## src/rtl/fixed_point_arith_pkg.sv

```systemverilog
// Shared types, defaults and helpers for the fixed-point arithmetic datapaths.
package fixed_point_arith_pkg;

    localparam int unsigned N_DEFAULT   = 32;
    localparam int unsigned BLK_DEFAULT = 8;

    // One operand block at the default block width.
    typedef struct packed {
        logic [BLK_DEFAULT-1:0] bits;
    } blk_t;

    // Number of pipeline stages for an n-bit datapath split into blk-bit blocks.
    function automatic int unsigned stages(input int unsigned n, input int unsigned blk);
        return n / blk;
    endfunction

endpackage

```

## src/rtl/block_lookahead_sub_slice.sv

```systemverilog
// Combinational BLK-bit subtract slice with generate/propagate borrow lookahead.
module block_lookahead_sub_slice #(
    parameter int unsigned BLK = 8
) (
    input  logic [BLK-1:0] a_blk,
    input  logic [BLK-1:0] b_blk,
    input  logic           bin,
    output logic [BLK-1:0] d_blk,
    output logic           bout,
    output logic           bmsb
);

    logic [BLK-1:0] g;
    logic [BLK-1:0] p;
    logic [BLK:0]   br;

    // A bit generates a borrow when a=0,b=1; it passes the incoming borrow when a==b.
    assign g = ~a_blk & b_blk;
    assign p = ~(a_blk ^ b_blk);

    // Flat lookahead: every borrow is a sum-of-products of g/p and bin, no ripple.
    always_comb begin
        logic bw;
        logic pp;
        br    = '0;
        bw    = 1'b0;
        pp    = 1'b0;
        br[0] = bin;
        for (int i = 0; i < int'(BLK); i++) begin
            bw = g[i];
            pp = p[i];
            for (int j = i - 1; j >= 0; j--) begin
                bw = bw | (pp & g[j]);
                pp = pp & p[j];
            end
            br[i+1] = bw | (pp & bin);
        end
    end

    assign d_blk = a_blk ^ b_blk ^ br[BLK-1:0];
    assign bout  = br[BLK];
    assign bmsb  = br[BLK-1];

endmodule

```

## src/rtl/pipelined_block_lookahead_sub.sv

```systemverilog
// Pipelined block-lookahead subtractor diff = a - b - bi with valid/ready flow control.
// Optional signed overflow flag enabled by defining FIXED_SUB_OVERFLOW_EN.
module pipelined_block_lookahead_sub
    import fixed_point_arith_pkg::*;
#(
    parameter int unsigned N   = N_DEFAULT,
    parameter int unsigned BLK = BLK_DEFAULT
) (
    input  logic         clk,
    input  logic         rst,
    input  logic         in_valid,
    output logic         in_ready,
    input  logic [N-1:0] a,
    input  logic [N-1:0] b,
    input  logic         bi,
    output logic         out_valid,
    input  logic         out_ready,
    output logic [N-1:0] diff,
    output logic         bo,
    output logic         out_ov
);

    localparam int unsigned STAGES = stages(N, BLK);

    if ((N % BLK) != 0) begin : g_bad_cfg
        $error("pipelined_block_lookahead_sub: N (%0d) must be a multiple of BLK (%0d)", N, BLK);
    end

    for (genvar k = 0; k < int'(STAGES); k++) begin : g_st
        localparam int unsigned DW = (k + 1) * BLK;

        logic [BLK-1:0] a_blk;
        logic [BLK-1:0] b_blk;
        logic [BLK-1:0] d_blk;
        logic           bin;
        logic           bout;
        logic           bmsb;
        logic           vin;
        logic           go;
        logic [DW-1:0]  d_in;
        logic [DW-1:0]  d_q;
        logic           bo_q;
        logic           v_q;

        // Stage 0 works straight off the ports; later stages consume the skewed operands.
        if (k == 0) begin : g_src
            assign a_blk = a[BLK-1:0];
            assign b_blk = b[BLK-1:0];
            assign bin   = bi;
            assign vin   = in_valid;
            assign d_in  = d_blk;
        end else begin : g_src
            assign a_blk = g_st[k-1].g_up.a_q[BLK-1:0];
            assign b_blk = g_st[k-1].g_up.b_q[BLK-1:0];
            assign bin   = g_st[k-1].bo_q;
            assign vin   = g_st[k-1].v_q;
            assign d_in  = {d_blk, g_st[k-1].d_q};
        end

        // Stage may load when empty or when its contents move on this cycle.
        if (k == int'(STAGES) - 1) begin : g_go
            assign go = ~v_q | out_ready;
        end else begin : g_go
            assign go = ~v_q | g_st[k+1].go;
        end

        block_lookahead_sub_slice #(
            .BLK(BLK)
        ) u_slice (
            .a_blk(a_blk),
            .b_blk(b_blk),
            .bin  (bin),
            .d_blk(d_blk),
            .bout (bout),
            .bmsb (bmsb)
        );

        always_ff @(posedge clk or posedge rst) begin
            if (rst) begin
                v_q <= 1'b0;
            end else if (go) begin
                v_q <= vin;
            end
        end

        always_ff @(posedge clk or posedge rst) begin
            if (rst) begin
                d_q  <= '0;
                bo_q <= 1'b0;
            end else if (go && vin) begin
                d_q  <= d_in;
                bo_q <= bout;
            end
        end

        // Operand blocks not yet consumed travel with the beat.
        if (k < int'(STAGES) - 1) begin : g_up
            localparam int unsigned UW = N - DW;
            logic [UW-1:0] a_nx;
            logic [UW-1:0] b_nx;
            logic [UW-1:0] a_q;
            logic [UW-1:0] b_q;

            if (k == 0) begin : g_nx
                assign a_nx = a[N-1:BLK];
                assign b_nx = b[N-1:BLK];
            end else begin : g_nx
                assign a_nx = g_st[k-1].g_up.a_q[UW+BLK-1:BLK];
                assign b_nx = g_st[k-1].g_up.b_q[UW+BLK-1:BLK];
            end

            always_ff @(posedge clk or posedge rst) begin
                if (rst) begin
                    a_q <= '0;
                    b_q <= '0;
                end else if (go && vin) begin
                    a_q <= a_nx;
                    b_q <= b_nx;
                end
            end
        end

`ifdef FIXED_SUB_OVERFLOW_EN
        // Signed overflow: borrow into the top bit differs from the borrow out of it.
        if (k == int'(STAGES) - 1) begin : g_ov
            logic ov_q;
            always_ff @(posedge clk or posedge rst) begin
                if (rst) begin
                    ov_q <= 1'b0;
                end else if (go && vin) begin
                    ov_q <= bmsb ^ bout;
                end
            end
        end else begin : g_nc
            logic unused_bmsb;
            assign unused_bmsb = bmsb;
        end
`else
        logic unused_bmsb;
        assign unused_bmsb = bmsb;
`endif
    end

    assign in_ready  = g_st[0].go;
    assign out_valid = g_st[STAGES-1].v_q;
    assign diff      = g_st[STAGES-1].d_q;
    assign bo        = g_st[STAGES-1].bo_q;

`ifdef FIXED_SUB_OVERFLOW_EN
    assign out_ov = g_st[STAGES-1].g_ov.ov_q;
`else
    assign out_ov = 1'b0;
`endif

endmodule

```

## config.mk

```make
export PLATFORM = sky130hd
export DESIGN_NAME = pipelined_block_lookahead_sub
export DESIGN_NICKNAME = d
export VERILOG_FILES = /design/src/rtl/fixed_point_arith_pkg.sv /design/src/rtl/block_lookahead_sub_slice.sv /design/src/rtl/pipelined_block_lookahead_sub.sv
export SDC_FILE = /design/constraint.sdc
export NUM_CORES = 1
export LEC_CHECK = 0
export BUFFER_PORTS_ARGS = -buffer_cell sky130_fd_sc_hd__buf_2
export CORE_MARGIN = 3
export CORE_UTILIZATION = 35
export CTS_CLUSTER_SIZE = 20
export DETAILED_ROUTE_END_ITERATION = 10
export PLACE_DENSITY_LB_ADDON = 0.05
export SLEW_MARGIN = 25
export SYNTH_ARGS = -nofsm -noshare
export SYNTH_HDL_FRONTEND = slang
export SYNTH_HIERARCHICAL = 1
export SYNTH_SLANG_ARGS = --single-unit
```

## constraint.sdc

```tcl
create_clock -name clk -period 5.5 [get_ports clk]
set_input_delay 0.55 -clock clk [delete_from_list [all_inputs] [get_ports clk]]
set_output_delay 0.55 -clock clk [all_outputs]
set_load 0.1 [all_outputs]
```

======== Word-level counts from Yosys, hierarchy flattened ========
Cells that the tools add are included.
Widths: inputs -> output; s select.
operators by class
  $add $sub $neg .......................... 0
  multiply operators ...................... 0
  div/mod/pow operators ................... 0
  magnitude comparators ................... 0
  equal/unequal tests ..................... 0
  shifts and indexed selects .............. 0
  mux-type cells .......................... 0
  bitwise gates (word level) .............. 428
  reduce and logical (&&, ||, !) cells .... 4
operators by type and width
  cell               number
  $and 1x1->1        256
  $or 1x1->1         148
  $not 8->8          8
  $xor 8x8->8        8
  $and 8x8->8        4
  $logic_and 1x1->1  4
  $not 1->1          4
word-level totals
  register bits ........................... 184
  bits in latches ......................... 0
  RAM bits ................................ 0
  ROM bits ................................ 0
  input bits .............................. 69
  output and inout bits ................... 36
  memories kept ........................... 0

======== Longest topological paths before layout ========
Gate-level depths: netlist of the first run.
  depth after elaboration ................. 11
  depth in mapped cells ................... 7

======== By module ========
The synthesis of the first run kept the hierarchy.
by module, submodules not included
  module                         instances  cells each  area each (µm²)  seq. area each (µm²)
  pipelined_block_lookahead_sub  1          398         6962.9           4604.4
  block_lookahead_sub_slice      4          45          352.8            0.0

======== Worst setup path before layout of the first run ========
Ideal clock, no wire load.
  path kind ............................... flip-flop to output port
  start ................................... register g_st[3].v_q (netlist: out_valid)
  end ..................................... output in_ready
  arrival ................................. 1.865 ns
  required time ........................... 4.950 ns
  slack ................................... 3.085 ns
  cell stages (with the launch flop) ...... 3
  buffers on the path ..................... 0
  path through ............................ dfrtp_1 and4b_1 nand2_1
on the way
  word-level cells in the longest chain between the ends .. 5
RTL lines
  item                     line                                 source
  from (decl)              pipelined_block_lookahead_sub.sv:43  logic v_q;
  from (signal assigned)   pipelined_block_lookahead_sub.sv:82  v_q <= vin;
  $not 1->1                pipelined_block_lookahead_sub.sv:62  assign go = ~v_q | out_ready;
  $or 1x1->1               pipelined_block_lookahead_sub.sv:62
  $or 1x1->1 (3 in a row)  pipelined_block_lookahead_sub.sv:64  assign go = ~v_q | g_st[k+1].go;
  to (decl)                pipelined_block_lookahead_sub.sv:12  output logic in_ready,
Every way passes these cells.

======== Worst setup path in the final report of the first run ========
  start ................................... register g_st[2].v_q
  end ..................................... register g_st[0].g_up.a_q[7]
on the way
  word-level cells in the longest chain between the ends .. 5
RTL lines
  item                     line                                  source
  from (decl)              pipelined_block_lookahead_sub.sv:43
  from (signal assigned)   pipelined_block_lookahead_sub.sv:82
  $not 1->1                pipelined_block_lookahead_sub.sv:64
  $or 1x1->1 (3 in a row)  pipelined_block_lookahead_sub.sv:64
  $logic_and 1x1->1        pipelined_block_lookahead_sub.sv:116  end else if (go && vin) begin
  to (signal assigned)     pipelined_block_lookahead_sub.sv:117  a_q <= a_nx;
  to (decl)                pipelined_block_lookahead_sub.sv:101  logic [UW-1:0] a_q;
Every way passes these cells.
A chain may end at the register's enable or synchronous reset.

==> results.toml, run 1 <==
[run_status]
outcome = "finished, final reports clean"

[die]
ios = 105
die-area_um2 = 25800
rows = 55
die-width_um = 161
start_util_pct = 36.3
fp.dieH_um = 161
core_um2 = 23100

[sta]
finalHoldViolCount = 0
tightestPinTransition_ns = 0.970
fmax_mhz = 450
fin_tns_setup_ns = 0
finalMaxSlewViolations = 0
rsz0062_at_grt = "false"
setup-violations-final = 0
timing.final.crit_share_pct = 40.4
slew_headroom_pct = 35.1
finClkSkew_ns = 0.0106
period_needed_ns = 2.22

[worst_hold_path]
hold_class = "input pin to async pin"

[detailed_routing]
wire_per_inst_um = 15.5
first_pass_iters = 4
drtIter0Drc = 182
route.vias.total = 4728
drc = 0
drtAntennaViolNets = 0
drt-vias-per-instance = 4.66
wl_mm = 15.7

[clock_network]
cts_buffer_depth = 2
clock_latency_ns = 0.42
cts_tree = "yes"
hold_buffers = 0
cts.clk_slew.worst_paths_ns = 0.07
htree_levels = 4
cts_buffers = 17
cts_resized = 0
cts_sinks = 184
root_buffer = "clkbuf_16"
post_cts.repair.setup_buffers = 0

[setup_path]
path_cells = "and4b_1 -> a21boi_4 -> buf_4 -> mux2_2"
rrSetupSlack_ns = 3.28
worstSetupPathType = "flip-flop to flip-flop"
cp.required_ns = 5.81
r2r_cells = 4
worst_path_max_delay_cell = "a21boi_4"
crit_path_start_kind = "flip-flop"
critPathMaxFanout = 25
regToRegStartpoint = "g_st[2].v_q"
cp-end-kind = "flip-flop"
reg2reg_to = "g_st[0].g_up.a_q[7]"
cp_slowest_stage_delay_ns = 0.51
worstPathArrival_ns = 2.53

[global_routing]
grt_use_total_pct = 12.9
grt_pass1_wl_mm = 26.6
grt_pass1_vias = 5137
antenna_found_initial = 0
grt_max_degree = 185
grt-ovfl-total = 0

[final_layout]
multi_input_area_um2 = 3500
drive_gt1_share_pct = 47.6
fin_nets = 797
insertedDiodeCount = 0
area_growth_syn_to_layout_pct = 18.5
seq_area_um2 = 4600
n_fill_cell = 2168
finalInstanceArea_um2 = 9930

[synthesis]
synth_compound_area_share_pct = 5.04
syn-num-nets = 687
synth_cells = 578
avgSynthCellArea_um2 = 14.5
synthAdderAreaFrac_pct = 6.33
yosys_warnings = 6
synth_top_area_share_pct = 55.0
synthesis.area_um2 = 8370
yosysTopAreaCell = "dfrtp_1"
synth_top_family_by_area = "multiplexers"
ys_seq_elements = 184
synth_seq_area_share_pct = 55.0
synth_mux_area_share_pct = 25.5
yosys.cell_types.count = 33
synth_xor_area_share_pct = 2.09
netlist_top_cells_area = "dfrtp_1 (55%), mux2_2 (20%), ha_1 (5.4%), mux2_4 (5.4%), inv_1 (1.8%)"
synthSimpleGateAreaFrac_pct = 2.60

[placement]
placedInstanceArea_um2 = 9220
routabilityCongestion = 0.757
dp_hpwl_mm = 10.2
portBuffers = 103

[power]
cellLeakagePower_uw = 0.00461
pwr_density_cell_nw_per_um2 = 590
ir_drop_uv = 263

[run]
cap_viol_max_count = 0
[routing by layer]
metal  vias to the layer above  share of wire (%)  global-route usage, %
met5                         -                  0                      0
met3                        12                4.2                   4.00
met4                         0                1.0                   3.27
met1                      2387                 48                   17.5
li1                       2251                  -                      -
met2                        78                 47                   20.3
[final cells by class]
type | count | area share (%)
Inverter | 41 | 1.59
Timing Repair Buffer | 110 | 6.25
Sequential cell | 184 | 46.4
Clock inverter | 10 | 1.66
Tap cell | 313 | 3.95
Clock buffer | 22 | 4.88
Multi-Input combinational cell | 334 | 35.3
[kinds of logic (layout without fill, tap and decap cells)]
family	after synthesis	in the layout
compound gates	57	57
mux	180	180
buf+inv	60	183
fa+ha+maj	40	40
flops	184	184
xor+xnor	20	20
simple gates	36	36
other cells	1	1
[cells in the mapped netlist]
| master | n |
|---|---|
| nor2b_1 | 4 |
| a21o_1 | 8 |
| o21bai_1 | 4 |
| ha_1 | 36 |
| buf_2 | 12 |
| a211oi_2 | 4 |
| mux2_2 | 150 |
| conb_1 | 1 |
| o2bb2ai_1 | 4 |
| dfrtp_1 | 184 |
| nand2_1 | 8 |
| nand4b_1 | 1 |
| nand2b_1 | 9 |
| inv_1 | 41 |
| fa_1 | 4 |
| o31ai_1 | 4 |
| a21oi_1 | 12 |
| o31a_1 | 4 |
| o21ai_1 | 4 |
| a211o_1 | 4 |
| nor2_1 | 4 |
| nor4_1 | 4 |
| nor3_2 | 4 |
| buf_6 | 4 |
| a21boi_2 | 1 |
| mux2_4 | 30 |
| o41ai_1 | 4 |
| buf_4 | 3 |
| xnor2_1 | 8 |
| xor2_1 | 12 |
| and4b_1 | 1 |
| nand3b_1 | 1 |
| o21ai_0 | 4 |
[registers in the layout, summed over array words and instances (netlist names)]
signal,cells
g_st.d_q,48
g_st.g_up.a_q,48
diff,32
g_st.bo_q,3
bo,1
out_valid,1
g_st.g_up.b_q,48
g_st.v_q,3
[worst max path at each step]
stage / from / end / cells past startpoint
CTS: g_st[2].v_q / g_st[0].g_up.a_q[7] / 4
global route: g_st[2].v_q / g_st[0].g_up.a_q[9] / 4
finish: g_st[2].v_q / g_st[0].g_up.a_q[7] / 4
detailed placement: out_ready / g_st[0].g_up.a_q[7] / 5
global placement: out_ready / g_st[0].g_up.a_q[11] / 5
floorplan: rst / bo / 1
[layout by cell type, fill, tap and decap left out, types with 2 or more instances in the layout]
cell type / synthesis / final
nor2_1: 4 / 4
mux2_2: 150 / 150
buf_4: 3 / 4
a21oi_1: 12 / 12
a211o_1: 4 / 4
o21ai_0: 4 / 4
nand2_2: 0 / 3
fa_1: 4 / 4
dfrtp_1: 184 / 184
o31ai_1: 4 / 4
clkbuf_16: 0 / 17
nand2_1: 8 / 5
a21o_1: 8 / 8
bufinv_16: 0 / 4
nor2b_1: 4 / 4
xnor2_1: 8 / 8
buf_16: 0 / 2
nor4_1: 4 / 4
clkinvlp_4: 0 / 4
o41ai_1: 4 / 4
nor3_2: 4 / 4
mux2_4: 30 / 30
clkbuf_8: 0 / 4
o31a_1: 4 / 4
ha_1: 36 / 36
o21bai_1: 4 / 4
xor2_1: 12 / 12
buf_2: 12 / 103
nand2b_1: 9 / 9
inv_1: 41 / 40
o2bb2ai_1: 4 / 4
a211oi_2: 4 / 4
o21ai_1: 4 / 4
[stage by stage]
stage	total power [µW]	hold slack, ns	setup WS [ns]	instances	util (%)
detailed placement	4580	0.489	2.64	980	40.0
finish	5860	0.200	3.28	1014	43.1
floorplan	4110	0.473	2.59	578	-
global route	6230	0.212	3.14	1014	43.1
CTS	5960	0.318	2.87	1012	42.8
global placement	4540	0.483	2.70	980	40.0
[power breakdown]
group / leakage [µW] / switching [µW] / total (µW) / internal [µW]
combinational: 0.00215 / 1570 / 2450 / 873
sequential: 0.00215 / 252 / 2080 / 1830
clock: 0.000309 / 519 / 1330 / 812
total: 0.00461 / 2350 / 5860 / 3510
[critical path: cells and delay by family (launching register included)]
kind / cells / cell delay, ns
buffers and inverters: 1 / 0.50
flip-flops: 1 / 0.43
AO/OA/AOI/OAI: 1 / 0.51
multiplexers: 1 / 0.39
AND/OR/NAND/NOR: 1 / 0.26
No activity file was read; power rests on OpenSTA's default activity.
==> run 2, diff against run 1 <==
--- a/config.mk
+++ b/config.mk
@@ -5,6 +5,7 @@
 export SDC_FILE = /design/constraint.sdc
 export NUM_CORES = 1
 export LEC_CHECK = 0
+export ABC_AREA = 1
 export BUFFER_PORTS_ARGS = -buffer_cell sky130_fd_sc_hd__buf_2
 export CORE_MARGIN = 3
 export CORE_UTILIZATION = 35
==> constraint.sdc (replaced) <==
create_clock -name clk -period 2 [get_ports clk]
set_input_delay 0.2 -clock clk [delete_from_list [all_inputs] [get_ports clk]]
set_output_delay 0.2 -clock clk [all_outputs]
set_load 0.1 [all_outputs]
==> run 2 against run 1 <==
Critical path depth is the same; cell area increased by 9.0%; synthesized cell count increased by 93%; clock skew is 0.0033 ns higher; largest power group unchanged; highest routed layer unchanged.
==> results.toml, run 2 <==
[detailed_routing]
drt-vias-per-instance = 4.51
first_pass_iters = 5
drtAntennaViolNets = 0
wire_per_inst_um = 13.3
drtIter0Drc = 414
route.vias.total = 7114
wl_mm = 21.0
drc = 0

[final_layout]
final_cell_mix = "nand2_1 (421), nand3_1 (205), dfrtp_1 (184)"
fin_nets = 1344
area_growth_syn_to_layout_pct = 19.9
finalInstanceArea_um2 = 10800
drive_gt1_share_pct = 14.4
seq_area_um2 = 4600
final_common_cell = "nand2_1"
insertedDiodeCount = 0
multi_input_area_um2 = 3800
n_fill_cell = 2661
reg_top3 = "g_st.d_q: 48 flops, g_st.g_up.a_q: 48 flops, g_st.g_up.b_q: 48 flops"

[power]
ir_drop_uv = 1020
power_frac_seq_pct = 33.8
swShare_pct = 47.4
finalPower_uw = 16800
pwr_density_cell_nw_per_um2 = 1550
p_clk_share_pct = 19.6
p_int_uw = 8850
p_sw_uw = 7970
cellLeakagePower_uw = 0.00597
combinationalPowerShare_pct = 46.5

[sta]
timing.final.crit_share_pct = 87.7
rsz0062_at_grt = "false"
fin_tns_setup_ns = 0
tightestPinTransition_ns = 0.589
finalHoldViolCount = 0
finalMaxSlewViolations = 0
setup-violations-final = 0
hold_ws_ns = 0.0149
fmax_mhz = 570
finClkSkew_ns = 0.0139
slew_headroom_pct = 60.6
setup_ws_ns = 0.245
period_needed_ns = 1.75

[clock_network]
htree_levels = 4
cts_buffers = 17
cts_sinks = 184
clock_latency_ns = 0.43
cts_tree = "yes"
root_buffer = "clkbuf_16"
cts.clk_slew.worst_paths_ns = 0.08
cts_buffer_depth = 2

[setup_path]
crit_path_start_kind = "flip-flop"
critical_path_buf_inv_count = 2
worstPathArrival_ns = 1.55
cp_slowest_stage_delay_ns = 0.34
critPathMaxFanout = 8
cp_top_family = "buffers and inverters"
cp-end-kind = "output port"
worstSetupPathType = "flip-flop to output port"
path_cells = "inv_1 -> nor2_4 -> nand4_4 -> buf_4"
worst_path_max_delay_cell = "dfrtp_1"
cp.required_ns = 1.80

[placement]
pre_cts_slack_ns = 0.376
placedInstanceArea_um2 = 9990
dp_hpwl_mm = 15.3
routabilityCongestion = 0.837
portBuffers = 103

[synthesis]
synth_cells = 1118
synthesis.area_um2 = 9020
avgSynthCellArea_um2 = 8.07
syn-num-nets = 1227
yosys_warnings = 6

[die]
rows = 58
core_um2 = 25300
start_util_pct = 35.7
fp.dieH_um = 167
ios = 105
die-width_um = 167
die-area_um2 = 27700

[worst_hold_path]
hold_class = "input pin to flip-flop"

[global_routing]
grt_use_total_pct = 15.5
antenna_found_initial = 0
grt_pass1_vias = 6949
grt_max_degree = 59
grt-ovfl-total = 0
grt_pass1_wl_mm = 35.8

[run_status]
outcome = "finished, final reports clean"

[run]
cap_viol_max_count = 0
==> run 2: cell count changes in the layout (fill, tap and decap cells not counted), moves of 8 or more <==
cell           delta
a21o_1            -8
a21oi_1          +13
buf_4            +17
dlygate4sd3_1    +23
inv_1            +52
mux2_2          -150
mux2_4           -30
nand2_1         +416
nand2_2           +8
nand2b_1          -9
nand3_1         +205
nor2_1           +33
==> run 2: worst register-to-register path: cells and delay by family, from the launching register on <==
family	cells	cell delay, ns
AND/OR/NAND/NOR	7	0.71
flip-flops	1	0.36
adder cells (fa/ha/maj)	1	0.38
AO/OA/AOI/OAI	1	0.11
buffers and inverters	1	0.05
==> run 2: through the flow <==
step	std cells	utilization [%]
after global routing	1578	42.8
final	1578	42.8
after detailed placement	1523	39.6
after CTS	1578	42.8
after floorplan	1118	-
after global placement	1523	39.6
==> run 2: path summary, 6_finish.rpt <==
kind | startpoint | to | slack, ns | depth (start not counted)
setup / recovery | out_valid | in_ready | 0.25 | 4
hold / removal | a[25] | g_st[0].g_up.a_q[17] | 0.01 | 3
setup reg to reg | g_st[1].g_up.a_q[3] | g_st[2].d_q[20] | 0.34 | 10
hold reg to reg | diff[0] | diff[0] | 0.47 | 2
max in group asynchronous | rst | g_st[1].g_up.b_q[1] | 1.01 | 4
min in group asynchronous | rst | g_st[2].g_up.a_q[3] | 0.38 | 3
==> run 2: timing repair <==
action | in CTS | in global routing
hold buffers | 23 | 0
setup endpoints to repair | 0 | 1
resized for setup | 0 | 3
setup buffers | 0 | 0
endpoints found under the hold margin | 32 | 0
==> run 2: power by group through the flow <==
stage / Combinational, µW / Sequential [µW] / Clock [µW]
finish: 7830 / 5690 / 3300
global route: 8830 / 5870 / 3560
CTS: 7940 / 5690 / 3410
detailed placement: 7890 / 5760 / 0
global placement: 7870 / 5740 / 0
floorplan: 4160 / 7750 / 0
==> run 2: layout make-up <==
| type | instances | area share [%] |
|---|---|---|
| Inverter | 94 | 3.30 |
| Clock inverter | 15 | 1.48 |
| Clock buffer | 17 | 3.93 |
| Timing Repair Buffer | 154 | 9.78 |
| Tap cell | 330 | 3.82 |
| Multi-Input combinational cell | 784 | 35.1 |
| Sequential cell | 184 | 42.6 |
==> run 2: metal layers <==
layer	vias to the layer above	GRT usage (%)	part of all wire, %
met5	-	0	0
met4	0	3.59	0.81
met3	13	2.75	3.1
met2	113	21.3	39
met1	3198	25.2	57
li1	3790	-	-
==> run 3, diff against run 2 <==
--- a/config.mk
+++ b/config.mk
@@ -9,9 +9,11 @@
 export BUFFER_PORTS_ARGS = -buffer_cell sky130_fd_sc_hd__buf_2
 export CORE_MARGIN = 3
 export CORE_UTILIZATION = 35
+export CTS_CLUSTER_DIAMETER = 50
 export CTS_CLUSTER_SIZE = 20
 export DETAILED_ROUTE_END_ITERATION = 10
-export PLACE_DENSITY_LB_ADDON = 0.05
+export GPL_TIMING_DRIVEN = 0
+export PLACE_DENSITY_LB_ADDON = 0.12
 export SLEW_MARGIN = 25
 export SYNTH_ARGS = -nofsm -noshare
 export SYNTH_HDL_FRONTEND = slang
==> run 3 against run 2 <==
Global-route usage increased by 0.81 points; cell area increased by 0.53%; power is 1.6% higher; non-clock buffer count up 27; first-iteration DRC count rose by 21%; wire length up 4.3%; sequential share of layout area decreased by 0.22 points; clock-buffer cell count increased by 1; highest routed layer unchanged.
==> results.toml, run 3 (synthesis gave the netlist of run 2 again) <==
[sta]
finClkSkew_ns = 0.0144
finalHoldViolCount = 0
tightestPinTransition_ns = 0.589
slew_headroom_pct = 60.7
period_needed_ns = 1.87
rsz0062_at_grt = "false"
fmax_mhz = 536
finalMaxSlewViolations = 0
setup-violations-final = 0
timing.final.crit_share_pct = 93.4

[global_routing]
grt_max_degree = 32
antenna_found_initial = 0
grt-ovfl-total = 0
grt_use_total_pct = 16.3
grt_pass1_wl_mm = 37.2
grt_pass1_vias = 7231

[power]
cellLeakagePower_uw = 0.00601
pwr_density_cell_nw_per_um2 = 1570
ir_drop_uv = 1100

[detailed_routing]
route.vias.total = 7264
drt-met1-wl_mm = 11.4
drc = 0
wl_met3_um = 676
wl_mm = 21.9
drt-vias-per-instance = 4.53
drtIter0Drc = 500
top_layer = "met4"
wire_per_inst_um = 13.6
wl_met2_mm = 9.61
drtAntennaViolNets = 0
first_pass_iters = 6

[placement]
dp.cells = 1558
routabilityCongestion = 0.785
placedInstanceArea_um2 = 10100
portBuffers = 103
dp_hpwl_mm = 17.4

[setup_path]
cp-end-kind = "output port"
crit_path_start_kind = "flip-flop"
worstPathArrival_ns = 1.67
rrSetupSlack_ns = 0.23
r2r_cells = 8
cp.required_ns = 1.80
reg2reg_to = "g_st[1].d_q[11]"
worstSetupPathType = "flip-flop to output port"
regToRegStartpoint = "g_st[0].g_up.a_q[0]"
critPathMaxFanout = 15

[final_layout]
fin_nets = 1371
final_common_cell = "nand2_1"
reg_top3 = "g_st.d_q: 48 flops, g_st.g_up.a_q: 48 flops, g_st.g_up.b_q: 48 flops"
finalInstanceArea_um2 = 10900
drive_gt1_share_pct = 14.7
n_fill_cell = 2609
final_cell_mix = "nand2_1 (421), nand3_1 (205), dfrtp_1 (184)"
fin_cells = 1605
insertedDiodeCount = 0
area_growth_syn_to_layout_pct = 20.6

[worst_hold_path]
hp-start = "b[29]"
holdPathEnd = "g_st[0].g_up.b_q[21]"
min_path_cells = 3
hold_class = "input pin to flip-flop"

[clock_network]
post_cts.repair.setup_buffers = 0
root_buffer = "clkbuf_16"
cts_tree = "yes"
cts_buffer_depth = 2
cts_sinks = 184
cts.clk_slew.worst_paths_ns = 0.08
clock_latency_ns = 0.43
cts_buffers = 17
htree_levels = 4

[run_status]
outcome = "finished, final reports clean"

[run]
cap_viol_max_count = 0

[die]
start_util_pct = 35.7
fp.dieH_um = 167
core_um2 = 25300
ios = 105
rows = 58
die-area_um2 = 27700
die-width_um = 167
run 3: timing repair:
| item | CTS | global route |
|---|---|---|
| pin swaps | 0 | 0 |
| endpoints found under the setup margin | 1 | 1 |
| hold buffers | 16 | 0 |
| endpoints found under the hold margin | 73 | 0 |
| resized for setup | 2 | 0 |
run 3: power by group:
group	internal, µW	switching, µW
Combinational	2200	5710
Clock	1840	1610
Sequential	4970	750
run 3: layout make-up:
type | instances | area, µm² | area share [%]
flip-flops and latches | 184 | 4600 | 42.3
multi-input cells | 784 | 3800 | 35.0
repair buffers | 126 | 826 | 7.59
clock buffers | 18 | 439 | 4.04
well taps | 330 | 413 | 3.80
inverters | 94 | 357 | 3.28
plain buffers | 55 | 267 | 2.45
clock inverters | 14 | 170 | 1.56
run 3: worst max path at each step:
stage,slack [ns],cells past startpoint,from,end
2_1_floorplan,-0.56,1,rst,bo
3_3_place_gp,-1.85,2,rst,g_st[0].g_up.b_q[0]
3_5_place_dp,0.25,8,g_st[0].g_up.a_q[0],g_st[1].d_q[11]
4_1_cts,0.02,5,out_valid,in_ready
5_1_grt,0.003,4,out_valid,in_ready
6_report,0.13,4,out_valid,in_ready
run 3: layer usage:
metal | up-vias | GRT usage (%)
li1 | 3846 | -
met1 | 3280 | 24.1
met2 | 128 | 25.6
met3 | 10 | 2.90
met4 | 0 | 2.91
met5 | - | 0
run 3: critical path: stages (launching register included):
cell     delay [ns]
dfrtp_1        0.34
inv_1          0.06
nor2_4         0.21
nand4_4        0.28
buf_4          0.34
run 3: per-stage QoR:
step	setup TNS [ns]	setup WS [ns]	hold WS, ns	power [µW]	util (%)
2_1_floorplan	-105.72	-0.565	0.345	11900	-
3_3_place_gp	-338.98	-1.85	0.429	13600	39.4
3_5_place_dp	0	0.247	0.144	13700	40.0
4_1_cts	0	0.0184	0.000619	17300	43.1
5_1_grt	0	0.00317	0.0116	18500	43.1
6_report	0	0.133	0.0114	17100	43.1
